==> config.mk <==
export PLATFORM = sky130hd
export DESIGN_NAME = wb_regfile
export DESIGN_NICKNAME = d
export VERILOG_FILES = /design/src/rtl/wb_regfile.sv
export SDC_FILE = /design/constraint.sdc
export NUM_CORES = 2
export LEC_CHECK = 0
export ABC_CLOCK_PERIOD_IN_PS = 9000
export CORE_ASPECT_RATIO = 0.5
export CORE_MARGIN = 1.5
export CORE_UTILIZATION = 35
export CTS_CLUSTER_DIAMETER = 120
export DETAILED_ROUTE_END_ITERATION = 6
export PLACE_DENSITY = 0.51
export SLEW_MARGIN = 20
export SYNTH_ARGS = -nofsm -noshare
export SYNTH_HDL_FRONTEND = slang
export SYNTH_SLANG_ARGS = --single-unit
==> constraint.sdc <==
create_clock -name clk -period 9 [get_ports clk]
set_input_delay 2.7 -clock clk [delete_from_list [all_inputs] [get_ports clk]]
set_output_delay 2.7 -clock clk [all_outputs]
set_load 0.02 [all_outputs]
==> src/rtl/wb_regfile.sv <==
// wb_regfile: writeback stage and architectural register file.
//
// Picks the writeback value from the registered MEM/WB fields, writes it into
// the register file, serves the two decode-stage read ports, exposes the
// current writeback to the forwarding unit and counts writeback commits.
//
// Build option:
//   WB_BYPASS_EN  defined   -> a read of the index being written this cycle
//                              returns the value being written (write-through).
//                 undefined -> reads return the contents held before the edge.
//
// Ports:
//   clk, reset         clock; synchronous active-high reset
//   wb_alu_out_in      ALU result
//   wb_mem_data_in     load data
//   wb_pc_imm_in       PC + immediate
//   wb_imm_in          immediate (LUI)
//   wb_rd_in           destination index
//   wb_reg_in_sel_in   source select: 00 alu, 01 pc_imm, 10 imm, 11 alu
//   wb_mem_reg_in      1 = load data, overrides the select
//   wb_reg_wr_in       register write enable
//   rs1_addr/rs2_addr  read indices
//   rs1_data/rs2_data  read data (index 0 reads 0)
//   fwd_wr/rd/data     current writeback for the forwarding unit
//   commit_cnt         edges seen with wb_reg_wr_in = 1 (rd = 0 included)

module wb_regfile #(
    parameter int XLEN  = 32,
    parameter int NREG  = 32,
    parameter int CNT_W = 32
) (
    input  logic             clk,
    input  logic             reset,
    input  logic [XLEN-1:0]  wb_alu_out_in,
    input  logic [XLEN-1:0]  wb_mem_data_in,
    input  logic [XLEN-1:0]  wb_pc_imm_in,
    input  logic [XLEN-1:0]  wb_imm_in,
    input  logic [4:0]       wb_rd_in,
    input  logic [1:0]       wb_reg_in_sel_in,
    input  logic             wb_mem_reg_in,
    input  logic             wb_reg_wr_in,
    input  logic [4:0]       rs1_addr,
    input  logic [4:0]       rs2_addr,
    output logic [XLEN-1:0]  rs1_data,
    output logic [XLEN-1:0]  rs2_data,
    output logic             fwd_wr,
    output logic [4:0]       fwd_rd,
    output logic [XLEN-1:0]  fwd_data,
    output logic [CNT_W-1:0] commit_cnt
);

    localparam int IDX_W = $clog2(NREG);

    logic [XLEN-1:0] regs [NREG];
    logic [XLEN-1:0] wb_data;

    always_comb begin
        wb_data = wb_alu_out_in;
        if (wb_mem_reg_in) begin
            wb_data = wb_mem_data_in;
        end else begin
            case (wb_reg_in_sel_in)
                2'b01:   wb_data = wb_pc_imm_in;
                2'b10:   wb_data = wb_imm_in;
                default: wb_data = wb_alu_out_in;
            endcase
        end
    end

    // rd = 0 never asserts fwd_wr, so x0 is never written and stays at its
    // reset value of zero.
    assign fwd_wr   = wb_reg_wr_in && (wb_rd_in != 5'd0);
    assign fwd_rd   = wb_rd_in;
    assign fwd_data = wb_data;

    always_ff @(posedge clk) begin
        if (reset) begin
            for (int i = 0; i < NREG; i++) begin
                regs[i] <= '0;
            end
            commit_cnt <= '0;
        end else begin
            if (fwd_wr) begin
                regs[wb_rd_in[IDX_W-1:0]] <= wb_data;
            end
            if (wb_reg_wr_in) begin
                commit_cnt <= commit_cnt + CNT_W'(1);
            end
        end
    end

    always_comb begin
        rs1_data = '0;
        rs2_data = '0;
        if (rs1_addr != 5'd0) begin
            rs1_data = regs[rs1_addr[IDX_W-1:0]];
        end
        if (rs2_addr != 5'd0) begin
            rs2_data = regs[rs2_addr[IDX_W-1:0]];
        end
`ifdef WB_BYPASS_EN
        // fwd_wr already excludes rd = 0, so x0 still reads zero.
        if (fwd_wr && (rs1_addr == wb_rd_in)) begin
            rs1_data = wb_data;
        end
        if (fwd_wr && (rs2_addr == wb_rd_in)) begin
            rs2_data = wb_data;
        end
`endif
    end

endmodule

# Word-level counts from Yosys, hierarchy flattened

Memory sizes are Yosys's and may differ from the RTL's.
Index checks and enable logic that the tools add are counted.
W data, S select, Z words.

Flip-flop bits (word level): 32
Bits in writable memories: 1024
Input port bits: 149
Output and inout bits: 134
Memories kept: 1

Memories:

| memory | words | bits a word | read ports | clocked after memory_dff | write ports | line | text |
|---|---|---|---|---|---|---|---|
| regs   | 32    | 32          | 2          | 0                        | 32          | 54   | `logic [XLEN-1:0] regs [NREG];` |

Add/subtract/negate cells: 1
Equality and inequality tests: 2
Multiplexer cells: 12
Reduce and logical (&&, ||, !) cells: 5

Operators by type and width:

| cell                    | count |
|---|---|
| $mux W32                | 4 |
| $pmux W32 S2            | 1 |
| $add A32 B1 Y32 const B | 1 |
| $reduce_or A32 Y1       | 1 |
| $reduce_bool A5 Y1      | 3 |
| $mux W1                 | 6 |
| $mux W5                 | 1 |
| $eq A2 B1 Y1 const B    | 1 |
| $eq A2 B2 Y1 const B    | 1 |
| $logic_and A1 B1 Y1     | 1 |

# Logic depth before layout (Yosys ltp)

Depth after elaboration: 7
Depth in mapped cells: 9

# Worst setup path before layout

No wires, ideal clock.

Path kind: input to output
From: input port rs1_addr[0]
To: output port rs1_data[3]
Arrival: 4.518 ns
Slack: 1.782 ns
Stages: 7
Path buffers: 4
Cell sequence: clkbuf_1 -> inv_1 -> buf_2 -> buf_1 -> clkbuf_1 -> o2111ai_1 -> a311oi_1

Word-level cells in the longest chain between the ends: 2

Ends and longest elaborated chain:

| element                                                      | line | text |
|---|---|---|
| start, declared                                              | 42   | `input logic [4:0] rs1_addr,` |
| $mem_v2 Z32 W32 / $reduce_bool A5 Y1 (equally long branches) | --   |  |
| $mux W32 *                                                   | 95   | `if (rs1_addr != 5'd0) begin` |
| end, declared                                                | 44   | `output logic [XLEN-1:0] rs1_data,` |

Every way passes the cells marked *; elsewhere a longest branch is shown, timed or not.

# Final worst setup path

From: input port rs1_addr[4]
To: output port rs1_data[16]

Same word-level chain as after synthesis.

==> flow_summary.ini <==
[run_status]
outcome = finished, final reports clean

[layout]
syn_to_final_growth_pct = 17.8
num_antenna_cells = 0
layout-drive-gt1-share = 0.250
number_of_nets_at_the_end_of_the_flow = 4394
layout.cells.most_common_list = sky130_fd_sc_hd__edfxtp_1 (1,024), sky130_fd_sc_hd__nor2_1 (1,007), sky130_fd_sc_hd__mux4_2 (448)
layout.cells.most_common = sky130_fd_sc_hd__edfxtp_1
postLayoutCoreUtil = 0.415
fillers = 14200

[timing]
period_minus_slack_ns = 8.46
fmax_mhz = 118
timing.slew.headroom = 0.248
report.final.hold_viol_count = 0
final.setup.tns_ns = 0
final.hold.worst_slack_ns = 0.488
finalMaxSlewViolations = 0
clock-skew-final_ns = 0.00877
unrepaired_setup_endpoints_after_global_routing = false
portion_of_the_clock_cycle_consumed_by_the_worst_path_in_the_final_layout = 0.940
timing.final.setup_violations = 0
timing_worst_slew_pin_value_ns = 1.12

[worst_setup_path]
crit_end = rs1_data[16]
crit_path_start = rs1_addr[4]
critical_path_required_ns = 6.30
cp_data_arrival_time_ns = 5.76
timing.rr.end = commit_cnt[29]$_SDFFE_PP0P_
worst_path_class_setup = in -> out
reg2reg_depth = 4
timing.rr.start = commit_cnt[4]$_SDFFE_PP0P_
critical_path_peak_fanout = 17
critPathLaunchType = primary input
timing.critical_path.to_type = output port
r2r_slack_ns = 6.75

[clock_network]
clk_pin_slew_ns = 0.06
ctsResizeCount = 0
cts_hold_buf = 0
cts.repair_timing.setup_buffer_count = 0
clock_latency_ns = 0.70
cts_inserted_buffers = 102
htree_num_levels = 3
cts_tree = done
cts.path.max_buffers = 3
clock_sinks = 1056
cts_root_buffer = sky130_fd_sc_hd__clkbuf_16

[detailed_routing]
drt-vias-per-instance = 6.08
detail_route.drc_violations = 0
drt-wirelength-per-cell_um = 32.5
detail_route.iter0.violations = 5335
route.vias.total = 38900
first_pass_iters = 6
final_wl_mm = 208
antenna_left = 0

[logic_synthesis]
synth-async-reset-ratio = 0
synth.mux.area_fraction = 0.222
syn_avg_cell_area_sq_um = 13.6
number_of_distinct_library_cells_after_synthesis = 45
synth_xor_area_frac = 0.00177
synth-adder-area-share = 0.000688
dominant_combinational_cell_family_by_area_after_synthesis = multiplexers
ys_ff_latch = 1056
synth_ff_type = sky130_fd_sc_hd__edfxtp_1
seq_total_area_yosys = 0.575
post_synth_instance_area_sq_mm = 0.0546
yosys_warnings = 0
synth_cells = 4011
synth_enable_flop_cells = 1024
synth_simple_gate_area_frac = 0.106
synth_compound_area_frac = 0.0582

[floorplanning]
die_y_um = 282
fp.dieArea_sq_mm = 0.158
area_of_the_placeable_core_sq_mm = 0.155
top_level_i_o_count = 283
standard_cell_row_count = 102
initial_core_util = 0.352
die_x_um = 561

[placement]
gp_congestion = 0.877
io_buffers = 282
place.detailed.hpwl_mm = 131

[power]
power_leakage_nw = 21.7
power_density_mw_per_mm2 = 188
worst_ir_drop_vdd_mv = 0.144

[grt]
grt_resource_usage_total = 0.258
antenna_found_initial = 5
globalRouteOverflowTotal = 0
grt_pass1_vias = 38500
first_pass_grt_wire_length_mm = 290
grt_start_max_net_pins = 76

[run]
count_of_maximum_capacitance_violations = 0

[worst_hold_path]
worstHoldPathType = reg -> reg
## where the power goes
group	internal (mW)	switching (mW)
Combinational	0.785	1.12
Sequential	5.65	0.134
Clock	2.39	2.00
## flip-flops by register name, summed over array words and instances, names as in the netlist
signal / count
regs: 1024
commit_cnt: 32
## layer usage
layer	GRT usage	vias up	wire length, um
met2	0.411	2144	95900
met4	0.103	2	8660
met3	0.0448	418	18100
met1	0.352	20600	85500
li1	-	15800	-
met5	0	-	13
## cells by family (layout without fill, tap and decap cells)
family	count (synthesis)	in the layout
AOI/OAI and AO/OA	444	444
xor gates and xnor gates	11	11
adders and majority gates	3	3
buffers and inverters	476	759
DFF	1056	1056
muxes	641	641
other	1	32
and+or+nand+nor	1379	1379
## synth_stat cells (64+ instances only)
library cell | number | share of area
sky130_fd_sc_hd__edfxtp_1 | 1024 | 0.56
sky130_fd_sc_hd__nor2_1 | 1013 | 0.070
sky130_fd_sc_hd__clkbuf_1 | 318 | 0.022
sky130_fd_sc_hd__a22oi_1 | 64 | 0.0088
sky130_fd_sc_hd__nor2b_1 | 100 | 0.011
sky130_fd_sc_hd__a311oi_1 | 64 | 0.010
sky130_fd_sc_hd__a211oi_1 | 64 | 0.0088
sky130_fd_sc_hd__mux2i_1 | 129 | 0.024
sky130_fd_sc_hd__mux4_2 | 448 | 0.18
sky130_fd_sc_hd__mux2_2 | 64 | 0.013
sky130_fd_sc_hd__buf_2 | 88 | 0.0081
sky130_fd_sc_hd__nand2_1 | 134 | 0.0092
sky130_fd_sc_hd__o21ai_0 | 90 | 0.0083
## worst max-delay path, cell delays in order
cell                              delay [ns]
sky130_fd_sc_hd__buf_2                  0.40
sky130_fd_sc_hd__nand2b_2               0.75
sky130_fd_sc_hd__buf_4                  0.39
sky130_fd_sc_hd__a211oi_1               0.12
sky130_fd_sc_hd__a311oi_1               0.61
sky130_fd_sc_hd__clkdlybuf4s50_1        0.75
## stage by stage
step                      worst slack [ns]  instance area (sq um)  power (mW)  std cells
after floorplan                       1.78                  54700        6.87       4042
after global placement               0.569                  61000        7.75       6218
after detailed placement             0.567                  61000        7.78       6218
after CTS                            0.549                  64200        12.1       6405
after global routing                 0.467                  64200        12.4       6405
final                                0.536                  64200        12.1       6405
## worst min-delay path by stage
stage / start / end / cells past startpoint
finish: commit_cnt[31]$_SDFFE_PP0P_ / commit_cnt[31]$_SDFFE_PP0P_ / 2
global placement: commit_cnt[31]$_SDFFE_PP0P_ / commit_cnt[31]$_SDFFE_PP0P_ / 2
global route: commit_cnt[31]$_SDFFE_PP0P_ / commit_cnt[31]$_SDFFE_PP0P_ / 2
floorplan: commit_cnt[31]$_SDFFE_PP0P_ / commit_cnt[31]$_SDFFE_PP0P_ / 2
detailed placement: commit_cnt[31]$_SDFFE_PP0P_ / commit_cnt[31]$_SDFFE_PP0P_ / 2
CTS: commit_cnt[31]$_SDFFE_PP0P_ / commit_cnt[31]$_SDFFE_PP0P_ / 2
## layout make-up
cell class / instances / area [sq um] / share of cell area
flip-flops and latches: 1056 / 31400 / 0.489
multi-input cells: 2510 / 21700 / 0.339
repair buffers: 529 / 5090 / 0.0793
clock buffers: 123 / 2700 / 0.0420
well taps: 2080 / 2600 / 0.0405
clock inverters: 64 / 546 / 0.00849
inverters: 43 / 164 / 0.00255
Power figures use the tool's default switching activity.
